`config.mk`:
```
export PLATFORM = sky130hd
export DESIGN_NAME = execute_writeback_stage
export DESIGN_NICKNAME = d
export VERILOG_FILES = /design/src/rtl/execute_writeback_stage.sv
export SDC_FILE = /design/constraint.sdc
export NUM_CORES = 1
export LEC_CHECK = 0
export CAP_MARGIN = 20
export CORE_AREA = 3 3 161 163
export CTS_BUF_LIST = sky130_fd_sc_hd__clkbuf_4 sky130_fd_sc_hd__clkbuf_8
export CTS_CLUSTER_DIAMETER = 120
export DETAILED_ROUTE_END_ITERATION = 16
export DIE_AREA = 0 0 164 166
export HOLD_SLACK_MARGIN = 0.03
export PLACE_DENSITY = 0.58
export SLEW_MARGIN = 30
export SYNTH_ARGS = -nofsm -noshare
export SYNTH_HDL_FRONTEND = slang
export SYNTH_SLANG_ARGS = --single-unit
```
`constraint.sdc`:
```
create_clock -name iCLOCK -period 1.7 [get_ports iCLOCK]
set_input_delay 0.51 -clock iCLOCK [delete_from_list [all_inputs] [get_ports iCLOCK]]
set_output_delay 0.51 -clock iCLOCK [all_outputs]
set_load 0.1 [all_outputs]
```
`src/rtl/execute_writeback_stage.sv`:
```
// Writeback pipeline register between execute ALUs and the register-file commit port, with a
// held copy of the last committed entry for forwarding. FRCR path built only with EXECUTE_WB_FRCR_EN.
module execute_writeback_stage #(
    parameter int unsigned P_PREV_HOLD = 1
) (
    input  logic        iCLOCK,
    input  logic        inRESET,
    input  logic        iRESET_SYNC,
    input  logic        iEVENT_FLUSH,
    input  logic        iEX_VALID,
    output logic        oEX_LOCK,
    input  logic        iEX_GR_VALID,
    input  logic [31:0] iEX_GR_DATA,
    input  logic [4:0]  iEX_GR_DEST,
    input  logic        iEX_GR_DEST_SYSREG,
    input  logic        iEX_SPR_VALID,
    input  logic [31:0] iEX_SPR_DATA,
    input  logic        iEX_FRCR_VALID,
    input  logic [63:0] iEX_FRCR_DATA,
    output logic        oWB_VALID,
    input  logic        iWB_LOCK,
    output logic        oWB_GR_VALID,
    output logic [31:0] oWB_GR_DATA,
    output logic [4:0]  oWB_GR_DEST,
    output logic        oWB_GR_DEST_SYSREG,
    output logic        oWB_SPR_VALID,
    output logic [31:0] oWB_SPR_DATA,
    output logic        oWB_FRCR_VALID,
    output logic [63:0] oWB_FRCR_DATA,
    output logic        oPREV_WB_GR_VALID,
    output logic [31:0] oPREV_WB_GR_DATA,
    output logic [4:0]  oPREV_WB_GR_DEST,
    output logic        oPREV_WB_GR_DEST_SYSREG,
    output logic        oPREV_WB_SPR_VALID,
    output logic [31:0] oPREV_WB_SPR_DATA,
    output logic        oPREV_WB_FRCR_VALID,
    output logic [63:0] oPREV_WB_FRCR_DATA
);

    typedef enum logic {StEmpty, StFull} state_t;

    localparam logic [2:0] HoldInit = 3'(P_PREV_HOLD);

    state_t      state_q, state_d;
    logic        wb_valid, ex_lock, accept, commit, prev_live;
    logic [2:0]  hold_q;

    logic        wb_gr_valid_q, wb_gr_sysreg_q, wb_spr_valid_q;
    logic [31:0] wb_gr_data_q, wb_spr_data_q;
    logic [4:0]  wb_gr_dest_q;
    logic        prev_gr_valid_q, prev_gr_sysreg_q, prev_spr_valid_q;
    logic [31:0] prev_gr_data_q, prev_spr_data_q;
    logic [4:0]  prev_gr_dest_q;

    always_ff @(posedge iCLOCK or negedge inRESET) begin
        if (!inRESET) begin
            state_q <= StEmpty;
        end else begin
            state_q <= state_d;
        end
    end

    // Flush suppresses both the commit and any new accept in the same cycle.
    always_comb begin
        state_d  = state_q;
        wb_valid = (state_q == StFull);
        ex_lock  = wb_valid & iWB_LOCK;
        accept   = iEX_VALID & ~ex_lock & ~iEVENT_FLUSH;
        commit   = wb_valid & ~iWB_LOCK & ~iEVENT_FLUSH;
        unique case (state_q)
            StEmpty: begin
                if (accept) state_d = StFull;
            end
            StFull: begin
                if (iEVENT_FLUSH) state_d = StEmpty;
                else if (!iWB_LOCK) state_d = accept ? StFull : StEmpty;
            end
            default: state_d = StEmpty;
        endcase
        if (iRESET_SYNC) state_d = StEmpty;
    end

    always_ff @(posedge iCLOCK or negedge inRESET) begin
        if (!inRESET) begin
            wb_gr_valid_q  <= 1'b0;
            wb_gr_data_q   <= '0;
            wb_gr_dest_q   <= '0;
            wb_gr_sysreg_q <= 1'b0;
            wb_spr_valid_q <= 1'b0;
            wb_spr_data_q  <= '0;
        end else if (iRESET_SYNC) begin
            wb_gr_valid_q  <= 1'b0;
            wb_gr_data_q   <= '0;
            wb_gr_dest_q   <= '0;
            wb_gr_sysreg_q <= 1'b0;
            wb_spr_valid_q <= 1'b0;
            wb_spr_data_q  <= '0;
        end else if (accept) begin
            wb_gr_valid_q  <= iEX_GR_VALID;
            wb_gr_data_q   <= iEX_GR_DATA;
            wb_gr_dest_q   <= iEX_GR_DEST;
            wb_gr_sysreg_q <= iEX_GR_DEST_SYSREG;
            wb_spr_valid_q <= iEX_SPR_VALID;
            wb_spr_data_q  <= iEX_SPR_DATA;
        end
    end

    // Committed copy survives flushes; only resets clear it.
    always_ff @(posedge iCLOCK or negedge inRESET) begin
        if (!inRESET) begin
            prev_gr_valid_q  <= 1'b0;
            prev_gr_data_q   <= '0;
            prev_gr_dest_q   <= '0;
            prev_gr_sysreg_q <= 1'b0;
            prev_spr_valid_q <= 1'b0;
            prev_spr_data_q  <= '0;
            hold_q           <= '0;
        end else if (iRESET_SYNC) begin
            prev_gr_valid_q  <= 1'b0;
            prev_gr_data_q   <= '0;
            prev_gr_dest_q   <= '0;
            prev_gr_sysreg_q <= 1'b0;
            prev_spr_valid_q <= 1'b0;
            prev_spr_data_q  <= '0;
            hold_q           <= '0;
        end else if (commit) begin
            prev_gr_valid_q  <= wb_gr_valid_q;
            prev_gr_data_q   <= wb_gr_data_q;
            prev_gr_dest_q   <= wb_gr_dest_q;
            prev_gr_sysreg_q <= wb_gr_sysreg_q;
            prev_spr_valid_q <= wb_spr_valid_q;
            prev_spr_data_q  <= wb_spr_data_q;
            hold_q           <= HoldInit;
        end else if (hold_q != 3'd0) begin
            hold_q <= hold_q - 3'd1;
        end
    end

    assign prev_live = (hold_q != 3'd0);

`ifdef EXECUTE_WB_FRCR_EN
    logic        wb_frcr_valid_q, prev_frcr_valid_q;
    logic [63:0] wb_frcr_data_q, prev_frcr_data_q;

    always_ff @(posedge iCLOCK or negedge inRESET) begin
        if (!inRESET) begin
            wb_frcr_valid_q   <= 1'b0;
            wb_frcr_data_q    <= '0;
            prev_frcr_valid_q <= 1'b0;
            prev_frcr_data_q  <= '0;
        end else if (iRESET_SYNC) begin
            wb_frcr_valid_q   <= 1'b0;
            wb_frcr_data_q    <= '0;
            prev_frcr_valid_q <= 1'b0;
            prev_frcr_data_q  <= '0;
        end else begin
            if (accept) begin
                wb_frcr_valid_q <= iEX_FRCR_VALID;
                wb_frcr_data_q  <= iEX_FRCR_DATA;
            end
            if (commit) begin
                prev_frcr_valid_q <= wb_frcr_valid_q;
                prev_frcr_data_q  <= wb_frcr_data_q;
            end
        end
    end

    assign oWB_FRCR_VALID      = wb_valid & wb_frcr_valid_q;
    assign oWB_FRCR_DATA       = wb_frcr_data_q;
    assign oPREV_WB_FRCR_VALID = prev_frcr_valid_q & prev_live;
    assign oPREV_WB_FRCR_DATA  = prev_frcr_data_q;
`else
    logic unused_frcr;
    assign unused_frcr         = iEX_FRCR_VALID ^ (^iEX_FRCR_DATA);
    assign oWB_FRCR_VALID      = 1'b0;
    assign oWB_FRCR_DATA       = 64'h0;
    assign oPREV_WB_FRCR_VALID = 1'b0;
    assign oPREV_WB_FRCR_DATA  = 64'h0;
`endif

    assign oEX_LOCK                = ex_lock;
    assign oWB_VALID               = wb_valid;
    assign oWB_GR_VALID            = wb_valid & wb_gr_valid_q;
    assign oWB_GR_DATA             = wb_gr_data_q;
    assign oWB_GR_DEST             = wb_gr_dest_q;
    assign oWB_GR_DEST_SYSREG      = wb_gr_sysreg_q;
    assign oWB_SPR_VALID           = wb_valid & wb_spr_valid_q;
    assign oWB_SPR_DATA            = wb_spr_data_q;
    assign oPREV_WB_GR_VALID       = prev_gr_valid_q & prev_live;
    assign oPREV_WB_GR_DATA        = prev_gr_data_q;
    assign oPREV_WB_GR_DEST        = prev_gr_dest_q;
    assign oPREV_WB_GR_DEST_SYSREG = prev_gr_sysreg_q;
    assign oPREV_WB_SPR_VALID      = prev_spr_valid_q & prev_live;
    assign oPREV_WB_SPR_DATA       = prev_spr_data_q;

endmodule

```
==> qor.yml <==
max_cap_violations: 0
htree_num_levels: 4
dieWidth_um: 164
r2r-start: "oWB_VALID"
ff2ff_path_depth: 5
die_area_um2: 27200
cts.sinks: 148
drv_slew: 0
filler_cell_count: 2229
cp.required_ps: 1190
antenna_found_initial: 0
ys.flop_type: "dfrtp_1"
crit_type: "register to output pin"
nNetsFinal: 873
viasPerCell: 4.17
post-route-period-util: 1.14
cts_made_buffers: 17
synthesis.instances: 481
swShare: 0.410
avgSynthCellArea_um2: 13.5
port_buffers: 223
seq_area_frac_synth: 0.570
switching_power_mw: 3.92
met1_usage: 0.167
dieHeight_um: 166
ant_nets: 0
hold_viol_final: 0
gr-total-overflow: 0
skew_ps: 12.8
r2r_slack_ps: 130
synth.cell_area_um2: 6490
initial_core_util: 0.265
wl_mm: 18.2
synth-seq-cells: 148
drive_gt1_frac: 0.313
grt_use_met3: 0.0397
final_area_um2: 10600
place_area_um2: 10200
worstSkewPairLatency_ps: 430
setup_slack_ps: -245
cts.path.max_buffers: 2
power_frac_seq: 0.395
ir_drop_uv: 449
combPwrFrac: 0.327
grt_pass1_vias: 4634
ys_async_sr_fraction: 1.00
cts-root-buf: "clkbuf_8"
post-route-drc-count: 0
rsz0062_at_grt: "true"
antenna_cells: 0
drt-initial-drc-count: 169
core.rowCount: 57
crit_path_end: "oPREV_WB_GR_VALID"
p_int_mw: 5.64
power.share.clock: 0.278
status: "finished with violations"
synth_edf_count: 0
cts_tree: "built"
p_leak_nw: 4.95
grt_pass1_wl_mm: 28.1
ys_warn_count: 0
arrival_ps: 1430
avgRoutedWirePerCell_um: 17.1
startpoint_type: "register"
gp_congestion: 0.721
timing.rr.end: "oWB_GR_DATA[27]"
coreArea_um2: 24500
dpl.hpwl_mm: 13.1
synth_cell_types: 24
path_max_fanout: 3
met2_usage: 0.218
crit_start: "hold_q[0]"
setup_violations: 5
power_density_nw_per_um2: 898
violations: "negative setup slack"
fmax_ghz: 0.514
ios: 419
grt_usage: 0.133
grt_busiest_layer: "met2"
areaGrowthSynthToFinish_pct: 63.8
grt_start_max_net_pins: 41
end_kind: "output pin"
hold_path.class: "register to register"
period_needed_ps: 1940
post-place-ws_ps: -407
drtPass1Iterations: 4
clk_pin_slew_worst_paths_ps: 90
via_count: 4443
kinds of logic after synthesis:
group           count (synthesis)  synth area share
fa+ha+maj                       2           0.00385
mux                             1           0.00154
other cells                     1          0.000578
compound gates                149             0.201
simple gates                   16            0.0185
flops                         148             0.570
buf+inv                       164             0.204
routing by layer:
layer	up-vias	share of wire
li1	1983	-
met1	2221	0.41
met2	223	0.49
met3	16	0.080
met4	0	0.017
met5	-	0
sequential cells by signal, indices dropped and copies added, names as in the netlist:
name,cells
oPREV_WB_GR_DATA,32
oPREV_WB_SPR_DATA,32
oWB_GR_DATA,32
oWB_SPR_DATA,32
oPREV_WB_GR_DEST,5
oWB_GR_DEST,5
hold_q,3
oPREV_WB_GR_DEST_SYSREG,1
oWB_GR_DEST_SYSREG,1
oWB_VALID,1
prev_gr_valid_q,1
prev_spr_valid_q,1
wb_gr_valid_q,1
wb_spr_valid_q,1
cells in the mapped netlist, drive strengths merged (2+ instances only):
cell	count	area, um^2
nor3	2	10.0
nor2	5	26.3
and2	5	31.3
inv	3	11.3
a22o	144	1260
dfrtp	148	3700
buf	161	1320
ha	2	25.0
nor3b	2	31.3
a21oi	2	13.8
metrics by stage:
| step | power [mW] | std cells | hold slack (ps) | setup TNS (ps) | util |
|---|---|---|---|---|---|
| final | 9.55 | 1065 | 532 | -553 | 0.435 |
| after floorplan | 6.20 | 610 | 214 | -258 | - |
| after detailed placement | 6.84 | 1024 | 437 | -51410 | 0.416 |
| after global routing | 10.0 | 1065 | 533 | -959 | 0.435 |
| after global placement | 6.81 | 1024 | 436 | -50290 | 0.416 |
| after CTS | 9.66 | 1062 | 512 | -834 | 0.434 |
worst min path at each step:
stage                           from             endpoint  slack (ps)  cells past startpoint
floorplan                    inRESET            hold_q[0]         210                      0
global placement             inRESET  oPREV_WB_GR_DATA[6]         440                      1
detailed placement           inRESET  oPREV_WB_GR_DATA[6]         440                      1
CTS                          inRESET  oPREV_WB_GR_DATA[6]         510                      2
global route                 inRESET  oPREV_WB_GR_DATA[6]         530                      2
finish              prev_spr_valid_q     prev_spr_valid_q         530                      1
cell type report:
type / instances / area (um^2) / share of cell area
timing repair buffer: 260 / 4140 / 0.389
sequential: 148 / 3700 / 0.348
multi-input combinational: 298 / 2000 / 0.188
tap: 324 / 405 / 0.0381
clock buffer: 19 / 249 / 0.0234
clock inverter: 13 / 125 / 0.0118
inverter: 3 / 11.3 / 0.00106
cells in the final DEF, fill, tap and decap left out, drive strengths merged:
master and count:
clkbuf 19, o31ai 1, nor3 2, inv 7
nor3b 2, and2 5, clkdlybuf4s50 75, a21oi 2
clkinvlp 5, nand2b 1, buf 183, a2111oi 1
dlygate4sd3 1, conb 130, a21boi 1, ha 2
bufinv 1, a22o 144, mux2i 1, nor2 5
dfrtp 148, nor4b 1, dlygate4sd2 1, clkinv 3
power by group through the flow:
stage / logic, mW / registers (mW) / clock network, mW
3_5_place_dp: 2.99 / 3.84 / 0
2_1_floorplan: 1.80 / 4.40 / 0
6_report: 3.12 / 3.77 / 2.66
5_1_grt: 3.25 / 3.80 / 2.96
3_3_place_gp: 2.98 / 3.84 / 0
4_1_cts: 3.09 / 3.78 / 2.80
critical path, cell delays in order, from the launching register on:
cell      delay (ps)
dfrtp_1          400
inv_2             90
ha_4             150
nand2b_4          60
and2_4           140
buf_12           160
what timing repair did:
item,in CTS,in global routing
resized for setup,9,1
endpoints found under the hold margin,25,0
pin swaps,4,1
buffers inserted,5,3
setup endpoints to repair,5,6
hold buffers,1,0
Power figures use the tool's default switching activity.
